`src/rtl/mem_bist.sv`:
```
`default_nettype none
// -----------------------------------------------------------------------------
// mem_bist : write-then-read-compare BIST initiator for a valid/ready memory.
//            Define MEM_BIST_INV_EN to append an inverted-data write/read sweep.
// Rev 1.0
// -----------------------------------------------------------------------------
module mem_bist #(
    parameter int WIDTH      = 16,
    parameter int DEPTH      = 16,
    parameter int ADDR_WIDTH = $clog2(DEPTH),
    parameter int TIMEOUT    = 64
) (
    input  logic                  clk,
    input  logic                  res,
    input  logic                  start,
    input  logic [WIDTH-1:0]      seed,
    output logic                  valid,
    output logic                  wr_rd,
    output logic [ADDR_WIDTH-1:0] addr,
    output logic [WIDTH-1:0]      wdata,
    input  logic [WIDTH-1:0]      rdata,
    input  logic                  ready,
    output logic                  busy,
    output logic                  done,
    output logic                  pass,
    output logic                  timeout_err,
    output logic [ADDR_WIDTH+1:0] err_count,
    output logic [ADDR_WIDTH-1:0] first_fail_addr
);

    localparam int CNT_W = $clog2(TIMEOUT + 1);

    localparam logic [3:0] c_idle    = 4'd0;
    localparam logic [3:0] c_wr_req  = 4'd1;
    localparam logic [3:0] c_wr_wait = 4'd2;
    localparam logic [3:0] c_rd_req  = 4'd3;
    localparam logic [3:0] c_rd_wait = 4'd4;
    localparam logic [3:0] c_done    = 4'd5;
`ifdef MEM_BIST_INV_EN
    localparam logic [3:0] c_iwr_req  = 4'd6;
    localparam logic [3:0] c_iwr_wait = 4'd7;
    localparam logic [3:0] c_ird_req  = 4'd8;
    localparam logic [3:0] c_ird_wait = 4'd9;
`endif

    localparam logic [ADDR_WIDTH-1:0] c_last_addr = ADDR_WIDTH'(DEPTH - 1);
    localparam logic [CNT_W-1:0]      c_tmo_max   = CNT_W'(TIMEOUT - 1);

    logic [3:0]            r_state;
    logic [3:0]            w_state_nxt;
    logic [WIDTH-1:0]      r_seed;
    logic [CNT_W-1:0]      r_tmo_cnt;

    logic                  w_accept;
    logic                  w_last;
    logic                  w_tmo;
    logic                  w_wait;
    logic                  w_rd_wait;
    logic                  w_cmp_inv;
    logic                  w_mismatch;

    logic                  w_valid_nxt;
    logic                  w_wr_rd_nxt;
    logic [ADDR_WIDTH-1:0] w_addr_nxt;
    logic [WIDTH-1:0]      w_wdata_nxt;
    logic                  w_busy_nxt;
    logic                  w_done_nxt;
    logic                  w_pass_nxt;
    logic                  w_tmo_err_nxt;
    logic [ADDR_WIDTH+1:0] w_err_nxt;
    logic [ADDR_WIDTH-1:0] w_first_nxt;
    logic [WIDTH-1:0]      w_seed_nxt;
    logic [CNT_W-1:0]      w_cnt_nxt;

    function automatic logic [WIDTH-1:0] pattern(input logic [WIDTH-1:0]      base,
                                                 input logic [ADDR_WIDTH-1:0] a,
                                                 input logic                  inv);
        logic [WIDTH-1:0] sum;
        sum = base + WIDTH'(a);
        return inv ? ~sum : sum;
    endfunction

    assign w_accept = ((r_state == c_idle) || (r_state == c_done)) && start;
    assign w_last   = (addr == c_last_addr);
    assign w_tmo    = (r_tmo_cnt == c_tmo_max);

`ifdef MEM_BIST_INV_EN
    assign w_wait    = (r_state == c_wr_wait) || (r_state == c_rd_wait) ||
                       (r_state == c_iwr_wait) || (r_state == c_ird_wait);
    assign w_rd_wait = (r_state == c_rd_wait) || (r_state == c_ird_wait);
    assign w_cmp_inv = (r_state == c_ird_wait);
`else
    assign w_wait    = (r_state == c_wr_wait) || (r_state == c_rd_wait);
    assign w_rd_wait = (r_state == c_rd_wait);
    assign w_cmp_inv = 1'b0;
`endif

    assign w_mismatch = (rdata != pattern(r_seed, addr, w_cmp_inv));

    // State register
    always_ff @(posedge clk or negedge res) begin
        if (!res) begin
            r_state <= c_idle;
        end else begin
            r_state <= w_state_nxt;
        end
    end

    // Next-state logic
    always_comb begin
        w_state_nxt = r_state;
        case (r_state)
            c_idle, c_done: begin
                if (start) w_state_nxt = c_wr_req;
            end
            c_wr_req: w_state_nxt = c_wr_wait;
            c_wr_wait: begin
                if (ready)      w_state_nxt = w_last ? c_rd_req : c_wr_req;
                else if (w_tmo) w_state_nxt = c_done;
            end
            c_rd_req: w_state_nxt = c_rd_wait;
            c_rd_wait: begin
`ifdef MEM_BIST_INV_EN
                if (ready)      w_state_nxt = w_last ? c_iwr_req : c_rd_req;
`else
                if (ready)      w_state_nxt = w_last ? c_done : c_rd_req;
`endif
                else if (w_tmo) w_state_nxt = c_done;
            end
`ifdef MEM_BIST_INV_EN
            c_iwr_req: w_state_nxt = c_iwr_wait;
            c_iwr_wait: begin
                if (ready)      w_state_nxt = w_last ? c_ird_req : c_iwr_req;
                else if (w_tmo) w_state_nxt = c_done;
            end
            c_ird_req: w_state_nxt = c_ird_wait;
            c_ird_wait: begin
                if (ready)      w_state_nxt = w_last ? c_done : c_ird_req;
                else if (w_tmo) w_state_nxt = c_done;
            end
`endif
            default: w_state_nxt = c_idle;
        endcase
    end

    // Output logic: next values for the registered outputs, keyed on the next state
    always_comb begin
        w_valid_nxt   = 1'b0;
        w_wr_rd_nxt   = wr_rd;
        w_addr_nxt    = addr;
        w_wdata_nxt   = wdata;
        w_err_nxt     = err_count;
        w_first_nxt   = first_fail_addr;
        w_tmo_err_nxt = timeout_err;
        w_seed_nxt    = r_seed;
        w_cnt_nxt     = '0;

        if (w_accept) begin
            w_seed_nxt    = seed;
            w_addr_nxt    = '0;
            w_err_nxt     = '0;
            w_first_nxt   = '0;
            w_tmo_err_nxt = 1'b0;
        end

        if (w_wait) begin
            if (ready) begin
                w_addr_nxt = w_last ? '0 : addr + ADDR_WIDTH'(1);
                if (w_rd_wait && w_mismatch) begin
                    if (err_count != '1) w_err_nxt = err_count + (ADDR_WIDTH+2)'(1);
                    if (err_count == '0) w_first_nxt = addr;
                end
            end else begin
                w_cnt_nxt = r_tmo_cnt + CNT_W'(1);
                if (w_tmo) w_tmo_err_nxt = 1'b1;
            end
        end

        case (w_state_nxt)
            c_wr_req: begin
                w_valid_nxt = 1'b1;
                w_wr_rd_nxt = 1'b1;
                w_wdata_nxt = pattern(w_seed_nxt, w_addr_nxt, 1'b0);
            end
            c_rd_req: begin
                w_valid_nxt = 1'b1;
                w_wr_rd_nxt = 1'b0;
            end
`ifdef MEM_BIST_INV_EN
            c_iwr_req: begin
                w_valid_nxt = 1'b1;
                w_wr_rd_nxt = 1'b1;
                w_wdata_nxt = pattern(w_seed_nxt, w_addr_nxt, 1'b1);
            end
            c_ird_req: begin
                w_valid_nxt = 1'b1;
                w_wr_rd_nxt = 1'b0;
            end
`endif
            default: ;
        endcase

        w_busy_nxt = (w_state_nxt != c_idle) && (w_state_nxt != c_done);
        w_done_nxt = (w_state_nxt == c_done);
        w_pass_nxt = w_done_nxt && (w_err_nxt == '0) && !w_tmo_err_nxt;
    end

    always_ff @(posedge clk or negedge res) begin
        if (!res) begin
            r_seed          <= '0;
            r_tmo_cnt       <= '0;
            valid           <= 1'b0;
            wr_rd           <= 1'b0;
            addr            <= '0;
            wdata           <= '0;
            busy            <= 1'b0;
            done            <= 1'b0;
            pass            <= 1'b0;
            timeout_err     <= 1'b0;
            err_count       <= '0;
            first_fail_addr <= '0;
        end else begin
            r_seed          <= w_seed_nxt;
            r_tmo_cnt       <= w_cnt_nxt;
            valid           <= w_valid_nxt;
            wr_rd           <= w_wr_rd_nxt;
            addr            <= w_addr_nxt;
            wdata           <= w_wdata_nxt;
            busy            <= w_busy_nxt;
            done            <= w_done_nxt;
            pass            <= w_pass_nxt;
            timeout_err     <= w_tmo_err_nxt;
            err_count       <= w_err_nxt;
            first_fail_addr <= w_first_nxt;
        end
    end

endmodule
`default_nettype wire

```
`config.mk`:
```
export PLATFORM = sky130hd
export DESIGN_NAME = mem_bist
export DESIGN_NICKNAME = d
export VERILOG_FILES = /design/src/rtl/mem_bist.sv
export SDC_FILE = /design/constraint.sdc
export NUM_CORES = 1
export LEC_CHECK = 0
export BUFFER_PORTS_ARGS = -buffer_cell sky130_fd_sc_hd__buf_2
export CAP_MARGIN = 0
export CORE_MARGIN = 3
export CORE_UTILIZATION = 55
export CTS_CLUSTER_DIAMETER = 100
export DETAILED_ROUTE_END_ITERATION = 10
export PLACE_DENSITY = 0.8
export SYNTH_ARGS = -nofsm -noshare
export SYNTH_HDL_FRONTEND = slang
export SYNTH_SLANG_ARGS = --single-unit
```
`constraint.sdc`:
```
create_clock -name clk -period 5.8 [get_ports clk]
set_clock_uncertainty 0.15 [all_clocks]
set_input_delay 0.29 -clock clk [delete_from_list [all_inputs] [get_ports clk]]
set_output_delay 0.29 -clock clk [all_outputs]
set_load 0.01 [all_outputs]
```
==> implementation parameters <==
Parameter                              Value

Place
  Final GP Congestion    between 0.9 and 1
  Port Buffers    a little over 70
  Detailed Place HPWL    ~6000 um

Drt
  Total wire length after detailed routing    8190 um
  Remaining number of nets flagged by the antenna check after routing    0
  Vias/cell    5.67
  Via count    3071
  Post-DR wirelength/cell    15.1 um
  First-pass iteration count of the detailed router    5
  First-iteration detailed-routing DRC count    about 170
  Final routed DRC violation total    0

Global route
  Tot GR Track Use    a little under a quarter
  Number of antenna violations at the first check in global routing    0
  Global-route wire length before repair    13600 um
  Global route overflow    0
  Maximum number of pins on one net before global-route repair    between 60 and 70
  Via count of the first global-routing pass    2918

CTS
  Clock root cell    sky130_fd_sc_hd__clkbuf_8
  Clock transition time at the flip-flop clock pins of the worst setup and hold paths    0.08 ns
  Post-CTS sizing    0
  Number of levels the H-tree was split into    3
  Number of CTS-inserted buffers    9
  Count of clock tree sinks    63
  Clk_lat worst skew    0.34 ns
  Clock tree from TritonCTS    built
  Max clock buf depth    2

Floorplan
  Number of top-level pins    72
  Area of the core    6420 um2
  Die Outline Area    between 7000 and 8000 um2
  Site row count    29
  Vertical die dimension    87.9 um
  Starting Density    57.4%
  X dimension of the die    87.9 um

Timing
  Transition time at the pin with the least slew margin    0.995 ns
  Slew Limit Fails    0
  Final number of hold-violating endpoints    0
  Setup repair after global routing missed its margin    false
  Setup total negative slack    0 ns
  Number of setup violations in the final report    0
  Final worst path period need    around 4.3 ns
  Worst slew margin relative to its limit    33.7%
  Final worst path period share    about 74%
  Achievable frequency    approximately 230 MHz

Cells and area
  Fraction of final layout cells with drive strength greater than 1    a little under a quarter
  Number of nets in the final layout    510
  Synth-to-layout area growth    18.4%
  ANT cells    0

Synthesis
  Warning count from the yosys run    0
  Share of the synthesized area in compound gates (AO/OA/AOI/OAI)    a little over an eighth
  Number of standard cells after synthesis    387
  Share of cell area taken by muxes after synthesis    5.91%
  Synth Net Count    437
  Dominant cell by count in the synthesized netlist    sky130_fd_sc_hd__dfrtp_1
  Count of unique library cells instantiated by Yosys    57
  Synthesized flop and latch total    63
  Synthesized cell area    between 3000 and 4000 um2
  Yosys top cell area share    42.8%
  Xor-xnor portion of the synthesized cell area    between 8 and 9%
  Post-Syn Area per Cell    9.52 um2
  Top cells by area in the synthesized netlist    sky130_fd_sc_hd__dfrtp_1 43%, sky130_fd_sc_hd__xnor2_1 5.7%, sky130_fd_sc_hd__ha_1 4.1%
  Simple logic cell fraction of the synthesized area    19.5%
  Most area-hungry cell type in the Yosys netlist    sky130_fd_sc_hd__dfrtp_1
  Largest family of logic cells by synthesized area    simple AND/OR/NAND/NOR gates
  Number of flops mapped to enable cells by yosys    0
  Fraction of the yosys area taken by sequential cells    roughly 43%
  Most instantiated cells after synthesis    63 x sky130_fd_sc_hd__dfrtp_1, 38 x sky130_fd_sc_hd__nand2_1, 28 x sky130_fd_sc_hd__inv_1
  Dominant synthesized flop cell    sky130_fd_sc_hd__dfrtp_1
  Area share of fa/ha/maj cells after synthesis    under 10%
  FFs w/ async S/R, synth    100%

Worst setup path
  Startpoint kind of the worst setup timing path    register
  Worst Path Max Fanout    18
  Worst path required time    between 5 and 6 ns
  Startpoint-to-endpoint class of the critical path    register to register
  Element type at the critical path end    register
  Arrival time at the worst endpoint    between 4 and 5 ns

Power and ir drop
  Power density cells    332 nW/um2
  Pleak    2.16 nW
  Post-route total power    around 0.0014 W
  Largest vdd supply drop    0.000208 V

Outcome
  Result of the run    completed

Run
  Max-capacitance violation count    0

Worst hold path
  HP Class    primary input to register
[metal layers]
| layer | part of all wire, % | track usage [%] | wire length (um) | up-vias |
|---|---|---|---|---|
| met3 | 5.4 | 3.95 | 438 | 21 |
| met1 | 47 | 31.1 | 3850 | 1452 |
| met5 | 0 | 0 | 0 | - |
| met4 | 2.6 | 10.9 | 210 | 0 |
| met2 | 45 | 34.2 | 3690 | 95 |
| li1 | - | - | - | 1503 |
[critical path, stage by stage (launching register included)]
cell                      delay, ns
sky130_fd_sc_hd__dfrtp_1       0.50
sky130_fd_sc_hd__xnor2_1       0.18
sky130_fd_sc_hd__nand3_2       0.23
sky130_fd_sc_hd__buf_4         0.33
sky130_fd_sc_hd__nand2_1       0.13
sky130_fd_sc_hd__o22ai_1       0.24
sky130_fd_sc_hd__ha_1          0.21
sky130_fd_sc_hd__inv_1         0.06
sky130_fd_sc_hd__fa_1          0.39
sky130_fd_sc_hd__inv_1         0.07
sky130_fd_sc_hd__a21o_1        0.10
sky130_fd_sc_hd__a21oi_1       0.08
sky130_fd_sc_hd__or3_1         0.34
sky130_fd_sc_hd__or3_1         0.35
sky130_fd_sc_hd__or3_1         0.39
sky130_fd_sc_hd__nor2_1        0.15
sky130_fd_sc_hd__xnor2_1       0.13
sky130_fd_sc_hd__o21ai_1       0.07
[per-stage QoR]
step	setup WS [ns]	util, %	hold WS, ns	area (um2)	std cells
after floorplan	1.49	-	-0.156	3690	387
after global placement	1.69	63.8	0.292	4100	525
after detailed placement	1.58	63.8	0.308	4100	525
after CTS	1.54	67.9	0.0505	4360	542
after global routing	1.20	67.9	0.0551	4360	542
final	1.53	67.9	0.0612	4360	542
[sequential cells by signal (all words and copies together), names as in the netlist, 4 cells and up]
signal / count
err_count: 6
r_seed: 16
first_fail_addr: 4
wdata: 16
addr: 4
r_state: 4
r_tmo_cnt: 7
[layout make-up]
type,instances,area (um2)
inverters,28,105
clock inverters,6,115
flip-flops and latches,63,1580
well taps,77,96.3
repair buffers,74,380
multi-input cells,284,1950
fillers,503,2060
clock buffers,10,138
[final timing paths]
path | startpoint | to | slack (ns) | cells after the start
worst max-delay path | r_state[0] | wdata[14] | 1.53 | 17
worst min register to register | r_tmo_cnt[0] | r_tmo_cnt[0] | 0.31 | 1
max in group asynchronous | res | wdata[1] | 4.51 | 3
min in group asynchronous | res | err_count[0] | 0.49 | 3
worst min-delay path | seed[15] | r_seed[15] | 0.06 | 2
worst max register to register | r_state[0] | wdata[14] | 1.53 | 17
[cell families (layout without fill, tap and decap cells)]
kind of cell | Yosys count | in the layout
AO/OA/AOI/OAI | 79 | 79
XOR/XNOR | 36 | 36
adder cells (fa/ha/maj) | 14 | 14
buffers and inverters | 40 | 118
flip-flops | 63 | 63
multiplexers | 21 | 21
other | 1 | 1
AND/OR/NAND/NOR | 133 | 133
[timing repair]
item,CTS,global route
hold endpoints to repair,61,0
hold buffers,1,0
setup buffers,0,0
[cells in the final DEF, fill, tap and decap left out, drive strengths merged, types with 3 or more instances in the layout]
master / count
xnor2: 24
buf: 73
nand3b: 4
nand3: 22
o22ai: 4
o211ai: 6
nand2: 38
clkbuf: 10
dfrtp: 63
ha: 12
nor2: 17
bufinv: 3
mux2i: 15
mux2: 6
nand4: 7
or2: 3
nor2b: 7
a21oi: 13
or3: 6
nand2b: 3
and3: 3
a21o: 7
nor3: 6
inv: 30
and2: 4
o21ai: 31
xor2: 12
[report_power, final]
group / switching, W / internal (W) / total (W)
combinational: 0.000207 / 0.000165 / 0.000372
clock: 0.000182 / 0.000300 / 0.000482
sequential: 0.0000758 / 0.000519 / 0.000595
total: 0.000465 / 0.000984 / 0.00145
(Power assumes the default switching activity.)
